`src/rtl/seg_scan_decoder.sv`:
```
// Receiver for a multiplexed, active-low 4-digit seven-segment scan bus: rebuilds hex digits and dp/blank masks.
// Optional saturating error counter is built when SEG_SCAN_DECODER_ERR_CNT_EN is defined.
module seg_scan_decoder #(
    parameter int unsigned SETTLE        = 2,
    parameter int unsigned STABLE_FRAMES = 2,
    parameter logic [31:0] TIMEOUT       = 32'd1_000_000
) (
    input  logic        clk,
    input  logic        rst,
    input  logic [7:0]  seg,
    input  logic [3:0]  an,
    output logic [15:0] digits,
    output logic [3:0]  dp_mask,
    output logic [3:0]  blank_mask,
    output logic        digits_valid,
    output logic        update,
    output logic        an_err,
    output logic        code_err,
    output logic [7:0]  err_cnt
);

    localparam logic [3:0]  SETTLE_C  = 4'(SETTLE);
    localparam logic [3:0]  STABLE_C  = 4'(STABLE_FRAMES);
    localparam logic [31:0] TO_LAST_C = TIMEOUT - 32'd1;

    typedef struct packed {
        logic [3:0] value;
        logic       dp;
        logic       blank;
        logic       err;
    } slot_t;

    // Returns {legal, blank, value} for an active-low g..a segment code.
    function automatic logic [5:0] glyph_decode(input logic [6:0] code);
        logic [5:0] res;
        case (code)
            7'h40:   res = {1'b1, 1'b0, 4'h0};
            7'h79:   res = {1'b1, 1'b0, 4'h1};
            7'h24:   res = {1'b1, 1'b0, 4'h2};
            7'h30:   res = {1'b1, 1'b0, 4'h3};
            7'h19:   res = {1'b1, 1'b0, 4'h4};
            7'h12:   res = {1'b1, 1'b0, 4'h5};
            7'h02:   res = {1'b1, 1'b0, 4'h6};
            7'h78:   res = {1'b1, 1'b0, 4'h7};
            7'h00:   res = {1'b1, 1'b0, 4'h8};
            7'h10:   res = {1'b1, 1'b0, 4'h9};
            7'h08:   res = {1'b1, 1'b0, 4'hA};
            7'h03:   res = {1'b1, 1'b0, 4'hB};
            7'h46:   res = {1'b1, 1'b0, 4'hC};
            7'h21:   res = {1'b1, 1'b0, 4'hD};
            7'h06:   res = {1'b1, 1'b0, 4'hE};
            7'h0E:   res = {1'b1, 1'b0, 4'hF};
            7'h7F:   res = {1'b1, 1'b1, 4'h0};
            default: res = {1'b0, 1'b0, 4'h0};
        endcase
        return res;
    endfunction

    logic [7:0]  seg_r;
    logic [3:0]  an_r;
    logic [3:0]  an_prev_r;
    logic [3:0]  settle_cnt_r;
    slot_t [3:0] frame_r;
    slot_t [3:0] last_r;
    logic [3:0]  mask_r;
    logic [3:0]  stable_cnt_r;
    logic [31:0] to_cnt_r;
    logic [15:0] digits_r;
    logic [3:0]  dp_mask_r;
    logic [3:0]  blank_mask_r;
    logic        valid_r;
    logic        update_r;
    logic        an_err_r;
    logic        code_err_r;

    logic        an_same_s;
    logic        sample_s;
    logic        idle_s;
    logic        slot_s;
    logic        multi_s;
    logic        complete_s;
    logic        timeout_s;
    logic [1:0]  idx_s;
    logic [5:0]  glyph_s;
    slot_t       entry_s;
    logic [3:0]  mask_next_s;
    logic [15:0] frame_digits_s;
    logic [3:0]  frame_dp_s;
    logic [3:0]  frame_blank_s;
    logic        frame_err_s;
    logic        out_match_s;
    logic [3:0]  stable_next_s;
    logic        load_s;

    // A slot is taken exactly once, on the cycle the settle count would reach SETTLE.
    assign an_same_s  = (an_r == an_prev_r);
    assign sample_s   = an_same_s && (settle_cnt_r == (SETTLE_C - 4'd1));
    assign idle_s     = (an_r == 4'hF);
    assign slot_s     = sample_s && $onehot(~an_r);
    assign multi_s    = sample_s && !idle_s && !$onehot(~an_r);
    assign complete_s = (mask_r == 4'hF) && !multi_s;
    assign timeout_s  = (to_cnt_r == TO_LAST_C);
    assign glyph_s    = glyph_decode(seg_r[6:0]);
    assign entry_s    = {glyph_s[3:0], ~seg_r[7], glyph_s[4], ~glyph_s[5]};

    assign mask_next_s = ((multi_s || complete_s) ? 4'h0 : mask_r)
                       | (slot_s ? (4'b0001 << idx_s) : 4'h0);

    // Digit index of the single low enable bit.
    always_comb begin
        idx_s = 2'd0;
        case (an_r)
            4'b1110: idx_s = 2'd0;
            4'b1101: idx_s = 2'd1;
            4'b1011: idx_s = 2'd2;
            4'b0111: idx_s = 2'd3;
            default: idx_s = 2'd0;
        endcase
    end

    // Flattened view of the assembled frame for comparison and loading.
    always_comb begin
        frame_digits_s = 16'h0000;
        frame_dp_s     = 4'h0;
        frame_blank_s  = 4'h0;
        frame_err_s    = 1'b0;
        for (int i = 0; i < 4; i++) begin
            frame_digits_s[i*4 +: 4] = frame_r[i].value;
            frame_dp_s[i]            = frame_r[i].dp;
            frame_blank_s[i]         = frame_r[i].blank;
            frame_err_s              = frame_err_s | frame_r[i].err;
        end
    end

    assign out_match_s = ({digits_r, dp_mask_r, blank_mask_r} ==
                          {frame_digits_s, frame_dp_s, frame_blank_s});

    // Stability counting and qualification of completed frames.
    always_comb begin
        stable_next_s = stable_cnt_r;
        load_s        = 1'b0;
        if (multi_s) begin
            stable_next_s = 4'd0;
        end else if (complete_s) begin
            if (frame_err_s) begin
                stable_next_s = 4'd0;
            end else if (frame_r == last_r) begin
                stable_next_s = (stable_cnt_r >= STABLE_C) ? STABLE_C : (stable_cnt_r + 4'd1);
            end else begin
                stable_next_s = 4'd1;
            end
            load_s = !frame_err_s && (stable_next_s == STABLE_C) && (!valid_r || !out_match_s);
        end else begin
            stable_next_s = stable_cnt_r;
        end
        if (timeout_s) begin
            stable_next_s = 4'd0;
            load_s        = 1'b0;
        end else begin
            load_s = load_s;
        end
    end

    // Input register and settle tracking of the enable lines.
    always_ff @(posedge clk) begin
        if (rst) begin
            seg_r        <= 8'hFF;
            an_r         <= 4'hF;
            an_prev_r    <= 4'hF;
            settle_cnt_r <= 4'd0;
        end else begin
            seg_r     <= seg;
            an_r      <= an;
            an_prev_r <= an_r;
            if (!an_same_s) begin
                settle_cnt_r <= 4'd0;
            end else if (settle_cnt_r != SETTLE_C) begin
                settle_cnt_r <= settle_cnt_r + 4'd1;
            end
        end
    end

    // Frame assembly, last-frame history and stability count.
    always_ff @(posedge clk) begin
        if (rst) begin
            frame_r      <= '0;
            last_r       <= '0;
            mask_r       <= 4'h0;
            stable_cnt_r <= 4'd0;
        end else begin
            mask_r       <= mask_next_s;
            stable_cnt_r <= stable_next_s;
            if (slot_s) begin
                frame_r[idx_s] <= entry_s;
            end
            if (complete_s) begin
                last_r <= frame_r;
            end
        end
    end

    // Inactivity timer, restarted by every single-digit sample.
    always_ff @(posedge clk) begin
        if (rst) begin
            to_cnt_r <= 32'd0;
        end else if (slot_s) begin
            to_cnt_r <= 32'd0;
        end else if (!timeout_s) begin
            to_cnt_r <= to_cnt_r + 32'd1;
        end
    end

    // Registered outputs and status pulses.
    always_ff @(posedge clk) begin
        if (rst) begin
            digits_r     <= 16'h0000;
            dp_mask_r    <= 4'h0;
            blank_mask_r <= 4'h0;
            valid_r      <= 1'b0;
            update_r     <= 1'b0;
            an_err_r     <= 1'b0;
            code_err_r   <= 1'b0;
        end else begin
            update_r   <= load_s;
            an_err_r   <= multi_s;
            code_err_r <= slot_s && !glyph_s[5];
            if (load_s) begin
                digits_r     <= frame_digits_s;
                dp_mask_r    <= frame_dp_s;
                blank_mask_r <= frame_blank_s;
            end
            if (timeout_s) begin
                valid_r <= 1'b0;
            end else if (load_s) begin
                valid_r <= 1'b1;
            end
        end
    end

`ifdef SEG_SCAN_DECODER_ERR_CNT_EN
    logic [7:0] err_cnt_r;

    // Saturating count of enable and glyph errors.
    always_ff @(posedge clk) begin
        if (rst) begin
            err_cnt_r <= 8'h00;
        end else if ((multi_s || (slot_s && !glyph_s[5])) && (err_cnt_r != 8'hFF)) begin
            err_cnt_r <= err_cnt_r + 8'h01;
        end
    end

    assign err_cnt = err_cnt_r;
`else
    assign err_cnt = 8'h00;
`endif

    assign digits       = digits_r;
    assign dp_mask      = dp_mask_r;
    assign blank_mask   = blank_mask_r;
    assign digits_valid = valid_r;
    assign update       = update_r;
    assign an_err       = an_err_r;
    assign code_err     = code_err_r;

endmodule
```
`config.mk`:
```
export PLATFORM = sky130hd
export DESIGN_NAME = seg_scan_decoder
export DESIGN_NICKNAME = d
export VERILOG_FILES = /design/src/rtl/seg_scan_decoder.sv
export SDC_FILE = /design/constraint.sdc
export NUM_CORES = 1
export LEC_CHECK = 0
export CELL_PAD_IN_SITES_DETAIL_PLACEMENT = 0
export CELL_PAD_IN_SITES_GLOBAL_PLACEMENT = 1
export CORE_ASPECT_RATIO = 0.9
export CORE_UTILIZATION = 45
export CTS_BUF_LIST = sky130_fd_sc_hd__clkbuf_16
export DETAILED_ROUTE_END_ITERATION = 12
export GPL_TIMING_DRIVEN = 0
export PLACE_DENSITY_LB_ADDON = 0.12
export REMOVE_ABC_BUFFERS = 1
export SLEW_MARGIN = 10
export SYNTH_ARGS = -nofsm -noshare
export SYNTH_HDL_FRONTEND = slang
export SYNTH_SLANG_ARGS = --single-unit
```
`constraint.sdc`:
```
create_clock -name clk -period 3.9 [get_ports clk]
set_clock_uncertainty 0.1 [all_clocks]
set_input_delay 0.585 -clock clk [delete_from_list [all_inputs] [get_ports clk]]
set_output_delay 0.585 -clock clk [all_outputs]
set_load 0.01 [all_outputs]
```
==> impl_results.md <==
- Run status: finished clean
- Leading register cell type out of synthesis: sky130_fd_sc_hd__dfxtp_1
- CTS sink count: 144
- Crit path DAT: 3.64 ns
- Crit-path max cell delay: 0.55 ns
- Worst-Skew Late Latency: 0.42 ns
- Part of the power in the clock network: 51.5%
- DP HPWL: 10.42 mm
- Wire length of the first global-routing pass: 25.03 mm
- Worst ir drop on vdd: 0.3336 mV
- Worst path top cell family by delay: simple AND/OR/NAND/NOR gates
- Dominant cell by count in the synthesized netlist: sky130_fd_sc_hd__dfxtp_1
- Number of primary I/O pins: 50
- Number of warnings issued by yosys: 0
- Number of nets with antenna violations after detailed routing: 0
- Number of max-cap violations: 0
- EDFF count, synth: 0
- Comb power frac: 3.5%
- Cell with the most instances on the worst path: sky130_fd_sc_hd__ha_1
- Area of the mapped netlist: 6674 µm²
- Cell Pwr Density: 430.5 nW/µm²
- Series of cell instances along the critical path: fa_1, inv_1, ha_1, ha_1, nor3b_2, and3b_1, a21oi_1, nand3_2, a2111oi_0
- Final Routed Wirelength: 14.96 mm
- Register bit total from synthesis: 144
- Total CTS buffers: 17
- Length of the first detailed-routing pass in iterations: 5
- Setup Crit Path Kind: reg -> reg
- Die Footprint: 15320 µm²
- Startpoint of the worst-slack reg-to-reg timing path: an_r[0]
- Number of port buffers: 41
- Slowest cell on crit path: sky130_fd_sc_hd__fa_1
- Number of remaining DRC errors: 0
- H-tree lvl count: 4
- Final nets: 812
- Sequential area share after synthesis: 43.19%
- Synth top area cells: sky130_fd_sc_hd__dfxtp_1, sky130_fd_sc_hd__xnor2_1, sky130_fd_sc_hd__nor2_1
- Via-to-Cell Ratio: 5.385
- Relative slew margins: 39.62%
- Final setup violation count: 0
- Switching part of the total power: 20.93%
- Most used standard cells in the synthesized netlist: sky130_fd_sc_hd__dfxtp_1, sky130_fd_sc_hd__nor2_1, sky130_fd_sc_hd__xnor2_1
- Synthesized instance count: 767
- Core footprint: 14260 µm²
- Highest net fanout along the worst path: 26
- Flop pwr share: 45.0%
- Internal Pwr Total: 2.652 mW
- Number of antenna violations at the first check in global routing: 0
- Clk root buf: sky130_fd_sc_hd__clkbuf_16
- Leakage power total: 2.865 nW
- Share of async-settable or async-resettable flops after synthesis: 0%
- Final clock period utilization by the worst path: 88.14%
- Timing startpoint of the critical path: an_r[0]
- Crit path required time: 4.10 ns
- Initial Util: 46.80%
- Yosys top cell area share: 43.19%
- Cell accounting for the most synthesized area: sky130_fd_sc_hd__dfxtp_1
- Clock transition at the registers of the reported paths: 0.06 ns
- Vias: 5342
- Number of buffers and inverters on the critical path: 1
- Minimum setup slack after placement: 0.1249 ns
- Post-CTS Setup Inserts: 0
- Transition time at the pin with the least slew margin: 0.9025 ns
- Horiz. Die Dim: 130.4 µm
- Number of distinct library cells after synthesis: 60
- Pin count of the biggest net entering global routing: 73
- Net switching power figure: 701.9 µW
- DRT iter0 DRCs: 402
- Unrepaired setup endpoints after global routing: no
- Row cnt: 41
- Hold Path Origin: stable_cnt_r[2]
- Post-DR wirelength/cell: 15.08 µm
- Final-layout setup total negative slack: 0 ns
- Fraction of final layout cells with drive strength greater than 1: 8.010%
- CTS tree: yes
- Fin crit period: 3.437 ns
- Number of hold violations in the final report: 0
- Critical Path Start Type: flop
- Vertical extent of the die: 117.5 µm
- Mean post-synth cell area: 8.701 µm²
- ANT cells: 0
- Crit path capture type: flop
- Slack of the critical path: 0.4626 ns
- Weighted congestion at the end of routability-driven global placement: 0.7907
- Maximum clock insertion buffer count: 2
- Number of slew-limit violations in the final report: 0
- Number of global-route vias before repair: 4890
- Max Freq: 0.2909 GHz
- Layout overhead on the synthesized area: 16.74%
- Remaining global-route overflow: 0
- Worst hold path class: reg -> reg
- Total routing resource utilization after global routing: 21.14%
==> area by class of cell <==
cell class                 count  area (µm²)
clock buffer                  17       425.4
clock inverter                14       198.9
fill                        1315        6470
inverter                      16       60.06
multi-input combinational    565        3532
sequential                   144        2883
tap                          193       241.5
timing repair buffer          43       450.4
==> routing by layer <==
metal,track usage (%),wire (µm),vias to the layer above
met5,0,0,-
met4,5.388,127,0
met3,5.182,493,12
met2,31.85,6611,96
met1,30.01,7722,2537
li1,-,-,2697
==> final timing paths <==
check	to	cells past startpoint	slack [ns]
setup reg to reg	update	9	0.46
hold / removal	stable_cnt_r[2]	2	0.36
hold reg to reg	stable_cnt_r[2]	2	0.36
setup / recovery	update	9	0.46
==> power by group through the flow <==
| stage | clock, mW | combinational [mW] | sequential, mW |
|---|---|---|---|
| CTS | 1.76 | 0.118 | 1.51 |
| floorplan | 0 | 0.0704 | 1.53 |
| global placement | 0 | 0.113 | 1.54 |
| global route | 1.84 | 0.132 | 1.51 |
| detailed placement | 0 | 0.117 | 1.54 |
| finish | 1.73 | 0.117 | 1.51 |
==> cell usage in the layout (no fill, tap or decap), types with 4 or more instances in the layout <==
master and instances:
sky130_fd_sc_hd__a211oi_1 9, sky130_fd_sc_hd__a21oi_1 60, sky130_fd_sc_hd__and3_1 7, sky130_fd_sc_hd__bufinv_16 5, sky130_fd_sc_hd__clkbuf_16 17, sky130_fd_sc_hd__clkdlybuf4s50_1 40
sky130_fd_sc_hd__conb_1 8, sky130_fd_sc_hd__dfxtp_1 144, sky130_fd_sc_hd__ha_1 10, sky130_fd_sc_hd__inv_1 18, sky130_fd_sc_hd__mux2i_1 31, sky130_fd_sc_hd__nand2_1 45
sky130_fd_sc_hd__nand2b_1 4, sky130_fd_sc_hd__nand3_1 44, sky130_fd_sc_hd__nand3b_1 7, sky130_fd_sc_hd__nand4_1 25, sky130_fd_sc_hd__nor2_1 94, sky130_fd_sc_hd__nor3_1 11
sky130_fd_sc_hd__nor3b_1 4, sky130_fd_sc_hd__nor4_1 11, sky130_fd_sc_hd__o21ai_0 37, sky130_fd_sc_hd__o31a_1 4, sky130_fd_sc_hd__or2_2 17, sky130_fd_sc_hd__or3_1 10
sky130_fd_sc_hd__xnor2_1 62, sky130_fd_sc_hd__xor2_1 19
==> registers in the layout, indices dropped and copies added (netlist names) <==
register	count
frame_dp_s	4
dp_mask	4
mask_r	4
code_err	1
digits	16
an_err	1
last_r	28
settle_cnt_r	4
seg_r	8
frame_r	4
update	1
blank_mask	4
an_r	4
digits_valid	1
frame_blank_s	4
stable_cnt_r	4
an_prev_r	4
to_cnt_r	32
frame_digits_s	16
==> through the flow <==
step	power (mW)	instance area [µm²]	hold WS (ns)	cells	utilization [%]
2_1_floorplan	1.605	6462	0.3313	725	-
3_3_place_gp	1.652	7114	0.3426	959	49.89
3_5_place_dp	1.657	7158	0.3530	961	50.19
4_1_cts	3.390	7782	0.3625	992	54.57
5_1_grt	3.486	7791	0.4013	992	54.63
6_report	3.354	7791	0.3632	992	54.63
==> logic make-up after synthesis <==
logic type               Yosys count  share of synthesized area [%]
flip-flops                       144                          43.19
XOR/XNOR                          81                          10.63
other                              1                        0.05619
AO/OA/AOI/OAI                    127                          10.76
multiplexers                      32                          4.818
buffers and inverters             65                          4.462
AND/OR/NAND/NOR                  306                          23.90
adder cells (fa/ha/maj)           11                          2.175
==> worst reg2reg max path, cell delays in order (launching register included) <==
cell,delay [ns]
sky130_fd_sc_hd__dfxtp_1,0.37
sky130_fd_sc_hd__fa_1,0.55
sky130_fd_sc_hd__inv_1,0.04
sky130_fd_sc_hd__ha_1,0.17
sky130_fd_sc_hd__ha_1,0.28
sky130_fd_sc_hd__nor3b_2,0.29
sky130_fd_sc_hd__and3b_1,0.25
sky130_fd_sc_hd__a21oi_1,0.29
sky130_fd_sc_hd__nand3_2,0.48
sky130_fd_sc_hd__a2111oi_0,0.50
==> what timing repair did <==
item                       in CTS  in global routing
hold buffers                    0                  0
resized for setup               0                  2
setup endpoints to repair       0                 24
hold endpoints to repair        0                  0
No activity file was read; power rests on OpenSTA's default activity.
